$ cat config.mk
export PLATFORM = sky130hd
export DESIGN_NAME = instruction_fetch_stage_flat
export DESIGN_NICKNAME = d
export VERILOG_FILES = /design/src/rtl/instruction_fetch_stage_if.sv /design/src/rtl/instruction_fetch_stage.sv /design/src/flat_wrapper.sv
export SDC_FILE = /design/constraint.sdc
export NUM_CORES = 1
export LEC_CHECK = 0
export ABC_CLOCK_PERIOD_IN_PS = 5040
export CAP_MARGIN = 20
export CORE_ASPECT_RATIO = 1.4
export CORE_MARGIN = 2
export CORE_UTILIZATION = 49
export DETAILED_ROUTE_END_ITERATION = 10
export GPL_TIMING_DRIVEN = 0
export PLACE_DENSITY = 0.82
export SETUP_SLACK_MARGIN = 0.1
export SYNTH_ARGS = -nofsm -noshare
export SYNTH_HDL_FRONTEND = slang
export SYNTH_SLANG_ARGS = --single-unit
export TNS_END_PERCENT = 100
$ cat constraint.sdc
create_clock -name clk -period 5.04 [get_ports clk]
set_input_delay 0.504 -clock clk [delete_from_list [all_inputs] [get_ports clk]]
set_output_delay 0.504 -clock clk [all_outputs]
set_load 0.01 [all_outputs]
$ cat src/rtl/instruction_fetch_stage_if.sv
// Bus between the fetch stage and its surroundings: the instruction memory port,
// the hazard/redirect controls coming from downstream, and the IF/ID register outputs.
interface instruction_fetch_stage_if #(
    parameter int CNT_W = 32
);
    logic [31:0]      imem_addr;
    logic [31:0]      inst_in;
    logic             stall;
    logic             redirect_valid;
    logic [31:0]      redirect_target;
    logic             halt_req;
    logic             resume;
    logic [31:0]      pc;
    logic [31:0]      if_id_inst;
    logic [31:0]      if_id_pc4;
    logic             if_id_valid;
    logic             misalign_err;
    logic [CNT_W-1:0] fetch_count;

    modport master (
        output imem_addr, pc, if_id_inst, if_id_pc4, if_id_valid, misalign_err, fetch_count,
        input  inst_in, stall, redirect_valid, redirect_target, halt_req, resume
    );

    modport slave (
        input  imem_addr, pc, if_id_inst, if_id_pc4, if_id_valid, misalign_err, fetch_count,
        output inst_in, stall, redirect_valid, redirect_target, halt_req, resume
    );
endinterface

$ cat src/rtl/instruction_fetch_stage.sv
// Fetch stage: owns the PC, addresses instruction memory and loads the IF/ID register.
// A single registered FSM sequences the one-cycle boot, normal fetching and the halted state.
module instruction_fetch_stage #(
    parameter logic [31:0] RESET_PC = 32'h0000_0000,
    parameter logic [31:0] NOP_INST = 32'h0000_0000,
    parameter int          CNT_W    = 32
) (
    input  logic                        clk,
    input  logic                        rst,
    instruction_fetch_stage_if.master   bus
);
    typedef enum logic [1:0] {
        BOOT,
        RUN,
        HALTED
    } state_t;

    state_t           state_q;
    logic [31:0]      pc_q;
    logic [31:0]      inst_q;
    logic [31:0]      pc4_q;
    logic             valid_q;
    logic             err_q;
    logic [CNT_W-1:0] cnt_q;

    logic [31:0] pcPlus4;
    logic [31:0] alignedTarget;
    logic        targetMisaligned;

    assign pcPlus4          = pc_q + 32'd4;
    assign alignedTarget    = bus.redirect_target & ~32'h3;
    assign targetMisaligned = |bus.redirect_target[1:0];

    // Redirect outranks halt and stall; while halted only redirect and resume are honoured,
    // and a redirect in the same cycle as resume keeps the stage halted.
    always_ff @(posedge clk) begin
        if (rst) begin
            state_q <= BOOT;
            pc_q    <= RESET_PC;
            inst_q  <= NOP_INST;
            pc4_q   <= 32'h0;
            valid_q <= 1'b0;
            err_q   <= 1'b0;
            cnt_q   <= '0;
        end else begin
            case (state_q)
                BOOT: begin
                    valid_q <= 1'b0;
                    state_q <= RUN;
                end
                RUN: begin
                    if (bus.redirect_valid) begin
                        pc_q    <= alignedTarget;
                        inst_q  <= NOP_INST;
                        valid_q <= 1'b0;
                        err_q   <= err_q | targetMisaligned;
                    end else if (bus.halt_req) begin
                        state_q <= HALTED;
                        inst_q  <= NOP_INST;
                        valid_q <= 1'b0;
                    end else if (!bus.stall) begin
                        inst_q  <= bus.inst_in;
                        pc4_q   <= pcPlus4;
                        valid_q <= 1'b1;
                        pc_q    <= pcPlus4;
                        if (!(&cnt_q)) begin
                            cnt_q <= cnt_q + 1'b1;
                        end
                    end
                end
                HALTED: begin
                    valid_q <= 1'b0;
                    if (bus.redirect_valid) begin
                        pc_q  <= alignedTarget;
                        err_q <= err_q | targetMisaligned;
                    end else if (bus.resume && !bus.halt_req) begin
                        state_q <= RUN;
                    end
                end
                default: begin
                    state_q <= BOOT;
                    valid_q <= 1'b0;
                end
            endcase
        end
    end

    assign bus.imem_addr    = pc_q;
    assign bus.pc           = pc_q;
    assign bus.if_id_inst   = inst_q;
    assign bus.if_id_pc4    = pc4_q;
    assign bus.if_id_valid  = valid_q;
    assign bus.misalign_err = err_q;
    assign bus.fetch_count  = cnt_q;
endmodule

$ cat src/flat_wrapper.sv
// flat-port wrapper written by rule: the top's interface ports become plain ports
module instruction_fetch_stage_flat 
#(
    parameter logic [31:0] RESET_PC = 32'h0000_0000,
    parameter logic [31:0] NOP_INST = 32'h0000_0000,
    parameter int          CNT_W    = 32
)
  (clk, rst, bus_imem_addr, bus_pc, bus_if_id_inst, bus_if_id_pc4, bus_if_id_valid, bus_misalign_err, bus_fetch_count, bus_inst_in, bus_stall, bus_redirect_valid, bus_redirect_target, bus_halt_req, bus_resume);
  instruction_fetch_stage_if #(.CNT_W(CNT_W)) bus_i ();
  input  logic clk;
  input  logic rst;
  output wire logic [$bits(bus_i.imem_addr)-1:0] bus_imem_addr;
  output wire logic [$bits(bus_i.pc)-1:0] bus_pc;
  output wire logic [$bits(bus_i.if_id_inst)-1:0] bus_if_id_inst;
  output wire logic [$bits(bus_i.if_id_pc4)-1:0] bus_if_id_pc4;
  output wire logic [$bits(bus_i.if_id_valid)-1:0] bus_if_id_valid;
  output wire logic [$bits(bus_i.misalign_err)-1:0] bus_misalign_err;
  output wire logic [$bits(bus_i.fetch_count)-1:0] bus_fetch_count;
  input wire logic [$bits(bus_i.inst_in)-1:0] bus_inst_in;
  input wire logic [$bits(bus_i.stall)-1:0] bus_stall;
  input wire logic [$bits(bus_i.redirect_valid)-1:0] bus_redirect_valid;
  input wire logic [$bits(bus_i.redirect_target)-1:0] bus_redirect_target;
  input wire logic [$bits(bus_i.halt_req)-1:0] bus_halt_req;
  input wire logic [$bits(bus_i.resume)-1:0] bus_resume;
  assign bus_imem_addr = bus_i.imem_addr;
  assign bus_pc = bus_i.pc;
  assign bus_if_id_inst = bus_i.if_id_inst;
  assign bus_if_id_pc4 = bus_i.if_id_pc4;
  assign bus_if_id_valid = bus_i.if_id_valid;
  assign bus_misalign_err = bus_i.misalign_err;
  assign bus_fetch_count = bus_i.fetch_count;
  assign bus_i.inst_in = bus_inst_in;
  assign bus_i.stall = bus_stall;
  assign bus_i.redirect_valid = bus_redirect_valid;
  assign bus_i.redirect_target = bus_redirect_target;
  assign bus_i.halt_req = bus_halt_req;
  assign bus_i.resume = bus_resume;
  instruction_fetch_stage #(.RESET_PC(RESET_PC), .NOP_INST(NOP_INST), .CNT_W(CNT_W)) u_core (.clk(clk), .rst(rst), .bus(bus_i));
endmodule
---- Word level (Yosys, flattened, before mapping) ----
Index checks and enable logic that the tools add are counted.
storage, ports and cells
  output and inout bits ................... 162
  word-level logic and storage cells ...... 52
  register bits after elaboration ......... 132
  bits of input ports ..................... 70
operators by class
  bitwise gates (word level) .............. 6
  add/sub/neg operators ................... 2
  eq/ne operators ......................... 10
  reductions and logical operators ........ 14
  mux-type cells .......................... 13
operator list
  operator                                               count
  2-to-1 mux 32 bit                                      7
  case mux 32 bit (2 select lines)                       1
  adder 32 x 1 -> 32 bit, second input constant          1
  adder 32 x 3 -> 32 bit, second input constant          1
  AND reduction 32 bit                                   1
  AND reduction 4 bit                                    3
  2-to-1 mux 2 bit                                       4
  inequality test 2 bit, second input constant           4
  inequality test 3 bit, second input constant           2
  case mux 2 bit (3 select lines)                        1
  NOT 1 bit                                              5
  AND reduction 5 bit                                    1
  AND reduction 2 bit                                    2
  OR reduction 2 bit                                     2
  OR reduction 4 bit                                     1
  inequality test 3 x 1 -> 1 bit, second input constant  1
  == test 2 x 1 -> 1 bit, second input constant          1
  == test 2 bit, second input constant                   1
  logical NOT 2 bit                                      1
  inequality test 2 x 1 -> 1 bit, second input constant  1
  nonzero test 2 bit                                     1
  logical AND 1 bit                                      1
  logical NOT 1 bit                                      1
  OR 1 bit                                               1

---- Longest topological paths before layout ----
Gate-level depths: netlist of run 1.
  depth in word-level cells ............... 5
  gate-level depth with buffers ........... 9

---- Worst setup path after synthesis of run 1 ----
No wires, ideal clock.
  kind .................................... input -> register
  start point ............................. in bus_redirect_valid
  end point ............................... reg u_core.cnt_q[28] (netlist: u_core.bus.fetch_count[28])
  arrival ................................. 2165 ps
  setup time .............................. 70 ps
  data required time ...................... 4970 ps
  path buffers ............................ 2
  setup slack ............................. 2805 ps
  stages on the path ...................... 7
  cells stage by stage .................... buf_6 > or4b_4 > buf_6 > nor3_1 > nand3_1 > or3_1 > a21oi_1
on the way
  cells in the longest elaborated chain, start to end .. 2
ends and longest elaborated chain
  item                           RTL line                       source
  from (decl)                    flat_wrapper.sv:21             input wire logic [$bits(bus_i.redirect_valid)-1:0] bus_redirect_valid;
  NOT 1 bit (no line)            -
  AND reduction 5 bit (no line)  -
  to (signal assigned)           instruction_fetch_stage.sv:67  cnt_q <= cnt_q + 1'b1;
  to (decl)                      instruction_fetch_stage.sv:24  logic [CNT_W-1:0] cnt_q;
No other way between the ends.
A chain may end at the register's enable or synchronous reset.

---- Worst setup path after layout of run 1 ----
  start point ............................. reg u_core.state_q[0]
  end point ............................... reg u_core.pc_q[21] (netlist: u_core.bus.imem_addr[21])
on the way
  cells in the longest elaborated chain, start to end .. 3
  elaborated cells between the ends (all ways) .. 8
  classes of those cells .................. 5 x eq/ne; 1 x mux; 2 x reduce/logical
ends and longest elaborated chain
  item                                                            RTL line                       source
  from (decl)                                                     instruction_fetch_stage.sv:18  state_t state_q;
  from (signal assigned)                                          instruction_fetch_stage.sv:38  state_q <= BOOT;
  from (signal assigned)                                          instruction_fetch_stage.sv:49  state_q <= RUN;
  from (signal assigned)                                          instruction_fetch_stage.sv:58  state_q <= HALTED;
  == test 2 x 1 -> 1 bit / == test 2 bit (equally long branches)  instruction_fetch_stage.sv:46  case (state_q)
  inequality test 3 bit (no line), or another cell as far along   -
  AND reduction 4 bit (no line)                                   -
  to (signal assigned)                                            instruction_fetch_stage.sv:53  pc_q <= alignedTarget;
  to (signal assigned)                                            instruction_fetch_stage.sv:65  pc_q <= pcPlus4;
  to (signal assigned)                                            instruction_fetch_stage.sv:74  pc_q <= alignedTarget;
  to (decl)                                                       instruction_fetch_stage.sv:19  logic [31:0] pc_q;
Several ways; a longest one is shown, not always the timed one.

==> results.py, run 1 <==
metrics = {
    "critical_path": {
        "critical_path_peak_fanout": 10,
        "reg2regPathDepth": 8,
        "startpoint_type": "flip-flop",
        "critPathMaxStageDelay_ns": 0.52,
        "cpMostUsedCell": "clkbuf_1",
        "criticalPathCategory": "flip-flop to flip-flop",
        "worstSetupEndpointType": "flip-flop",
        "path_cells": "inv_1 > ha_1 > nor3_1 > o22a_1 > clkbuf_1 > clkbuf_1 > o21ai_0 > o2bb2ai_1",
        "worstPathArrival_ns": 2.96,
        "crit_required_ns": 5.34,
        "cpMaxStageDelayCell": "clkbuf_1",
    },
    "cells_and_area": {
        "drive_gt1_frac": 0.103,
        "syn_to_final_growth_pct": 47.0,
        "stdcell_count": 1223,
        "n_fill_cell": 1000,
        "final_nets": 1107,
        "antenna_cells": 0,
        "final_area_mm2": 0.00956,
    },
    "grt": {
        "grt_antenna_before_repair": 0,
        "grt_overflow": 0,
        "grt_use_total": 0.310,
        "grt_pass1_vias": 6657,
        "grt_pass1_wl_mm": 34.7,
        "grt_max_degree": 17,
    },
    "logic_synthesis": {
        "synth-simple-area-share": 0.241,
        "synth-compound-area-share": 0.208,
        "async_flop_share": 0,
        "yosysWarnings": 0,
        "syn_area_mm2": 0.00651,
        "synth_cell_types": 71,
        "synthMuxAreaShare": 0.00750,
        "synth-edff-count": 0,
        "syn_area_per_cell_um2": 8.31,
        "synth-main-ff-cell": "dfxtp_1",
        "synthXorXnorAreaFrac": 0.0485,
        "synth-seq-cells": 128,
        "synth_seq_area_share": 0.394,
        "synth_cells": 783,
        "synth_top_family_by_area": "simple AND/OR/NAND/NOR gates",
        "synthAdderAreaFrac": 0.00962,
    },
    "clock_tree": {
        "cts_root_buffer": "clkbuf_16",
        "hold_buffers": 0,
        "cts_max_level": 4,
        "numCtsBuffers": 17,
        "cts_setup_buffers": 0,
        "post_cts_resized": 0,
        "clockBufferDepth": 2,
        "cts_tree": "yes",
        "cts.sinks": 128,
        "clock_latency_ns": 0.42,
        "clk_pin_slew_ns": 0.06,
    },
    "floorplan": {
        "die_area_mm2": 0.0142,
        "die_y_um": 140,
        "start_util": 0.503,
        "num_rows": 49,
        "fp.coreArea_mm2": 0.0129,
        "die_x_um": 101,
        "ioPinCount": 232,
    },
    "placed_design": {
        "place.gp.congestion": 0.973,
        "placed_area_mm2": 0.00899,
        "hpwl_mm": 16.3,
        "port_buffers": 224,
        "dp_cells": 1190,
    },
    "timing": {
        "rsz0062_at_grt": "no",
        "hold_ws_ns": 0.422,
        "fmax_ghz": 0.376,
        "clock-skew-final_ns": 0.0124,
        "hold_violations": 0,
        "fin_crit_sh": 0.528,
        "min_period_ns": 2.66,
        "slew_headroom": 0.238,
        "setup_tns_ns": 0,
        "report.final.setup_viol": 0,
        "maxSlewViolCount": 0,
        "max_slew.worst_pin.slew_ns": 1.13,
    },
    "drt": {
        "routed_wl_mm": 22.3,
        "vias_per_cell": 5.73,
        "drc": 0,
        "drtIter0Drc": 430,
        "wl_per_cell_um": 18.3,
        "via_count": 7012,
        "drtAntennaViolNets": 0,
        "drtPass1Iterations": 5,
    },
    "min_path": {
        "min_path_type": "input port to flip-flop",
        "holdPathStages": 3,
    },
    "run_status": {
        "status": "finished clean",
    },
    "power": {
        "p_leak_nw": 3.30,
        "max-vdd-ir-drop_v": 0.000267,
        "power.density_mw_per_mm2": 362,
    },
    "flow_run": {
        "drv_cap": 0,
    },
}
==> placed cells by master, fill, tap and decap left out, types with 4 or more instances in the layout <==
cell type | synthesis | layout
a211oi_1 | 29 | 29
a21o_1 | 6 | 6
a21oi_1 | 43 | 43
a22o_1 | 4 | 4
a22oi_1 | 42 | 42
a311oi_1 | 4 | 4
a31oi_1 | 6 | 6
and2_1 | 7 | 7
and3_1 | 5 | 5
buf_2 | 4 | 4
buf_4 | 36 | 36
buf_6 | 5 | 5
clkbuf_1 | 43 | 43
clkbuf_16 | 0 | 17
clkdlybuf4s50_1 | 0 | 224
conb_1 | 1 | 6
dfxtp_1 | 128 | 128
ha_1 | 5 | 5
inv_1 | 14 | 14
inv_6 | 0 | 5
nand2_1 | 52 | 52
nand2b_1 | 5 | 5
nand3_1 | 24 | 24
nand4_1 | 26 | 26
nor2_1 | 118 | 118
nor2b_1 | 5 | 5
nor3_1 | 8 | 8
nor4_1 | 10 | 10
o21ai_0 | 27 | 27
o22ai_1 | 4 | 4
o31ai_1 | 10 | 10
or3_1 | 6 | 6
or4_1 | 6 | 6
or4_2 | 4 | 4
xnor2_1 | 19 | 19
xor2_1 | 17 | 17
==> flip-flops by register name, indices dropped and copies added (netlist names) <==
register and flops:
u_core.bus.if_id_inst 32, u_core.bus.fetch_count 32, u_core.bus.if_id_pc4 30, u_core.bus.if_id_valid 1, u_core.state_q 2, u_core.bus.misalign_err 1
u_core.bus.imem_addr 30
==> synth_stat cells (8+ instances only) <==
library cell	count	share of area
dfxtp_1	128	0.39
nor2_1	118	0.068
nand2_1	52	0.030
a21oi_1	43	0.033
clkbuf_1	43	0.025
a22oi_1	42	0.048
buf_4	36	0.042
a211oi_1	29	0.033
o21ai_0	27	0.021
nand4_1	26	0.025
nand3_1	24	0.018
xnor2_1	19	0.026
xor2_1	17	0.023
inv_1	14	0.0081
nor4_1	10	0.0096
o31ai_1	10	0.012
nor3_1	8	0.0062
==> worst paths after layout <==
| kind | slack (ns) | startpoint | to |
|---|---|---|---|
| worst max-delay path | 2.38 | u_core.state_q[0] | u_core.bus.imem_addr[21] |
| worst min register to register | 0.45 | u_core.bus.misalign_err | u_core.bus.misalign_err |
| worst max register to register | 2.38 | u_core.state_q[0] | u_core.bus.imem_addr[21] |
| worst min-delay path | 0.42 | bus_redirect_valid | u_core.bus.misalign_err |
==> worst max-delay path: cells and delay by family (launching register included) <==
family,cells,cell delay [ns]
and+or+nand+nor,1,0.25
DFF,1,0.35
buffers and inverters,3,1.03
AOI/OAI and AO/OA,3,0.64
adders and majority gates,1,0.27
==> logic make-up after synthesis <==
logic type,count (synthesis)
xor gates and xnor gates,36
buffers and inverters,106
and+or+nand+nor,303
muxes,4
DFF,128
AOI/OAI and AO/OA,200
adders and majority gates,5
other,1
==> where the power goes <==
part | switching, mW | internal [mW] | leakage, nW
Clock | 0.491 | 0.698 | 0.278
Combinational | 0.544 | 0.506 | 1.99
Sequential | 0.119 | 1.10 | 1.04
Total | 1.15 | 2.30 | 3.30
==> stage by stage <==
step	utilization	power [mW]	setup slack [ns]
after floorplan	-	1.77	2.80
after global placement	0.695	2.26	1.99
after detailed placement	0.695	2.27	1.98
after CTS	0.739	3.44	2.41
after global routing	0.739	3.60	2.22
final	0.739	3.46	2.38
==> routing by layer <==
metal | global-route usage | routed length, µm | vias up
met1 | 0.359 | 8410 | 3334
met4 | 0.118 | 666 | 0
li1 | - | - | 3304
met5 | 0 | 0 | -
met3 | 0.0639 | 1560 | 52
met2 | 0.552 | 11700 | 322
==> cell type report <==
cell class,instances,area [µm²],share of cell area
well taps,178,223,0.0233
clock buffers,18,439,0.0459
repair buffers,225,2250,0.235
clock inverters,14,130,0.0136
flip-flops and latches,128,2560,0.268
plain buffers,92,539,0.0564
multi-input cells,554,3370,0.352
inverters,14,52.6,0.00549
No activity file was read; power rests on OpenSTA's default activity.
==> inputs of run 2 (changes only) <==
Settings changed: ABC_CLOCK_PERIOD_IN_PS 5040 to 2800, CORE_UTILIZATION 49 to 46, PLACE_DENSITY 0.82 to 0.78.
Clock period 5.04 ns to 2.8 ns, I/O delays scaled along.
==> run 2 against run 1 <==
Against the previous run:
- design area up 0.65%
- setup slack lost 2.2 ns
- combinational power increased by 82%
- cell count up 0.74%
- hold slack worse by 0.24 ns
- critical path type unchanged
- total power increased by 83%
- largest power group is now clock
- global-route usage is 2.2 points lower
- highest routed layer unchanged
- core utilization decreased by 4.4 points
- maximum frequency grew 2.7%
- critical endpoint is now u_core.bus.if_id_pc4[20]
==> results.py, run 2 (same netlist as run 1, synthesis figures left out) <==
metrics = {
    "power": {
        "power.density_mw_per_mm2": 659,
        "max-vdd-ir-drop_v": 0.000450,
        "p_leak_nw": 3.33,
    },
    "clock_tree": {
        "hold_buffers": 0,
        "clockBufferDepth": 2,
        "numCtsBuffers": 17,
        "cts_max_level": 4,
        "cts.sinks": 128,
        "clock_latency_ns": 0.42,
        "clk_pin_slew_ns": 0.06,
        "cts_root_buffer": "clkbuf_16",
        "cts_tree": "yes",
    },
    "timing": {
        "setup_tns_ns": 0,
        "fmax_ghz": 0.386,
        "slew_headroom": 0.295,
        "fin_crit_sh": 0.926,
        "report.final.setup_viol": 0,
        "clock-skew-final_ns": 0.00924,
        "maxSlewViolCount": 0,
        "max_slew.worst_pin.slew_ns": 1.05,
        "min_period_ns": 2.59,
        "rsz0062_at_grt": "yes",
        "hold_violations": 0,
    },
    "run_status": {
        "status": "finished clean",
    },
    "critical_path": {
        "worst-path-buf-inv": 2,
        "path_cells": "clkbuf_2 > nand4_2 > nor4_1 > buf_2 > nand3_1 > xor2_1 > a211oi_1",
        "rrSetupSlack_ns": 0.21,
        "critPathMaxStageDelay_ns": 0.71,
        "startpoint_type": "flip-flop",
        "crit_family": "simple AND/OR/NAND/NOR gates",
        "critical_path_depth": 7,
        "critical_path_peak_fanout": 10,
        "criticalPathCategory": "flip-flop to flip-flop",
        "reg2regPathDepth": 7,
        "r2r_start": "u_core.bus.imem_addr[6]",
        "worstSetupEndpointType": "flip-flop",
        "cpMaxStageDelayCell": "nor4_1",
        "worstPathArrival_ns": 2.92,
        "crit_start": "u_core.bus.imem_addr[6]",
        "crit_path_end": "u_core.bus.if_id_pc4[20]",
        "r2r-end": "u_core.bus.if_id_pc4[20]",
        "crit_required_ns": 3.13,
    },
    "drt": {
        "drtIter0Drc": 588,
        "routed_wl_mm": 22.5,
        "vias_per_cell": 5.69,
        "via_count": 7013,
        "drtPass1Iterations": 5,
        "wl_per_cell_um": 18.3,
        "drtAntennaViolNets": 0,
        "drc": 0,
    },
    "cells_and_area": {
        "n_fill_cell": 1137,
        "final_util": 0.695,
        "final_area_mm2": 0.00963,
        "drive_gt1_frac": 0.109,
        "antenna_cells": 0,
        "final_nets": 1109,
        "stdcell_count": 1232,
        "syn_to_final_growth_pct": 48.0,
        "final_common_cell": "clkdlybuf4s50_1",
        "final_cell_mix": "224 x clkdlybuf4s50_1, 128 x dfxtp_1, 118 x nor2_1, 52 x nand2_1, 43 x a21oi_1",
    },
    "grt": {
        "grt_use_total": 0.288,
        "grt_overflow": 0,
        "grt_max_degree": 17,
        "grt_antenna_before_repair": 0,
        "grt_pass1_wl_mm": 34.4,
        "grt_pass1_vias": 6665,
    },
    "floorplan": {
        "die_area_mm2": 0.0151,
        "ioPinCount": 232,
        "die_y_um": 145,
        "num_rows": 51,
        "die_x_um": 105,
        "start_util": 0.470,
        "fp.coreArea_mm2": 0.0138,
    },
    "placed_design": {
        "port_buffers": 224,
        "hpwl_mm": 16.4,
        "place.gp.congestion": 0.987,
        "placed_area_mm2": 0.00900,
        "dp_cells": 1197,
    },
    "min_path": {
        "min_path_type": "input port to flip-flop",
    },
    "flow_run": {
        "drv_cap": 0,
    },
}
==> run 2: cell type report <==
class	instances	area [µm²]	area share
Multi-Input combinational cell	554	3380	0.351
Sequential cell	128	2560	0.266
Timing Repair Buffer	227	2260	0.235
Buffer	92	543	0.0564
Clock buffer	18	439	0.0456
Tap cell	185	231	0.0240
Clock inverter	14	156	0.0162
Inverter	14	52.6	0.00546
==> run 2: worst min-delay path by stage <==
stage / startpoint / to / slack (ns) / depth (start not counted)
finish: bus_redirect_valid / u_core.bus.misalign_err / 0.18 / 3
global route: bus_redirect_valid / u_core.bus.misalign_err / 0.21 / 3
CTS: bus_redirect_valid / u_core.bus.misalign_err / 0.17 / 3
detailed placement: u_core.bus.misalign_err / u_core.bus.misalign_err / 0.44 / 2
global placement: u_core.bus.misalign_err / u_core.bus.misalign_err / 0.43 / 2
floorplan: bus_redirect_target[2] / u_core.bus.imem_addr[2] / 0.44 / 2
==> run 2: metal layers <==
layer,GRT usage,up-vias,routed length (µm)
li1,-,3307,-
met4,0.133,0,729
met2,0.532,353,11800
met3,0.0452,59,1570
met5,0,-,0
met1,0.325,3294,8410
==> run 2: worst register-to-register path, delay by kind of cell (launching register included) <==
family	cells	cell delay, ns
AOI/OAI and AO/OA	1	0.23
xor gates and xnor gates	1	0.17
buffers and inverters	2	0.58
DFF	1	0.39
and+or+nand+nor	3	1.14
==> run 2: per-stage QoR <==
step	hold slack (ns)	power [mW]	setup WS (ns)
after floorplan	0.442	3.19	0.591
after global placement	0.434	4.06	0.0129
after detailed placement	0.441	4.08	-0.0271
after CTS	0.174	6.31	0.144
after global routing	0.207	6.59	0.0600
final	0.178	6.35	0.208
==> run 2: timing repair <==
| item | CTS | global route |
|---|---|---|
| gates resized for setup | 0 | 6 |
| setup endpoints to repair | 0 | 25 |
| setup buffers | 0 | 3 |
==> run 2: report_power, final <==
part / internal, mW / leakage, nW / switching, mW
sequential: 1.98 / 1.04 / 0.211
clock: 1.35 / 0.285 / 0.899
combinational: 0.918 / 2.01 / 0.987
total: 4.25 / 3.33 / 2.10
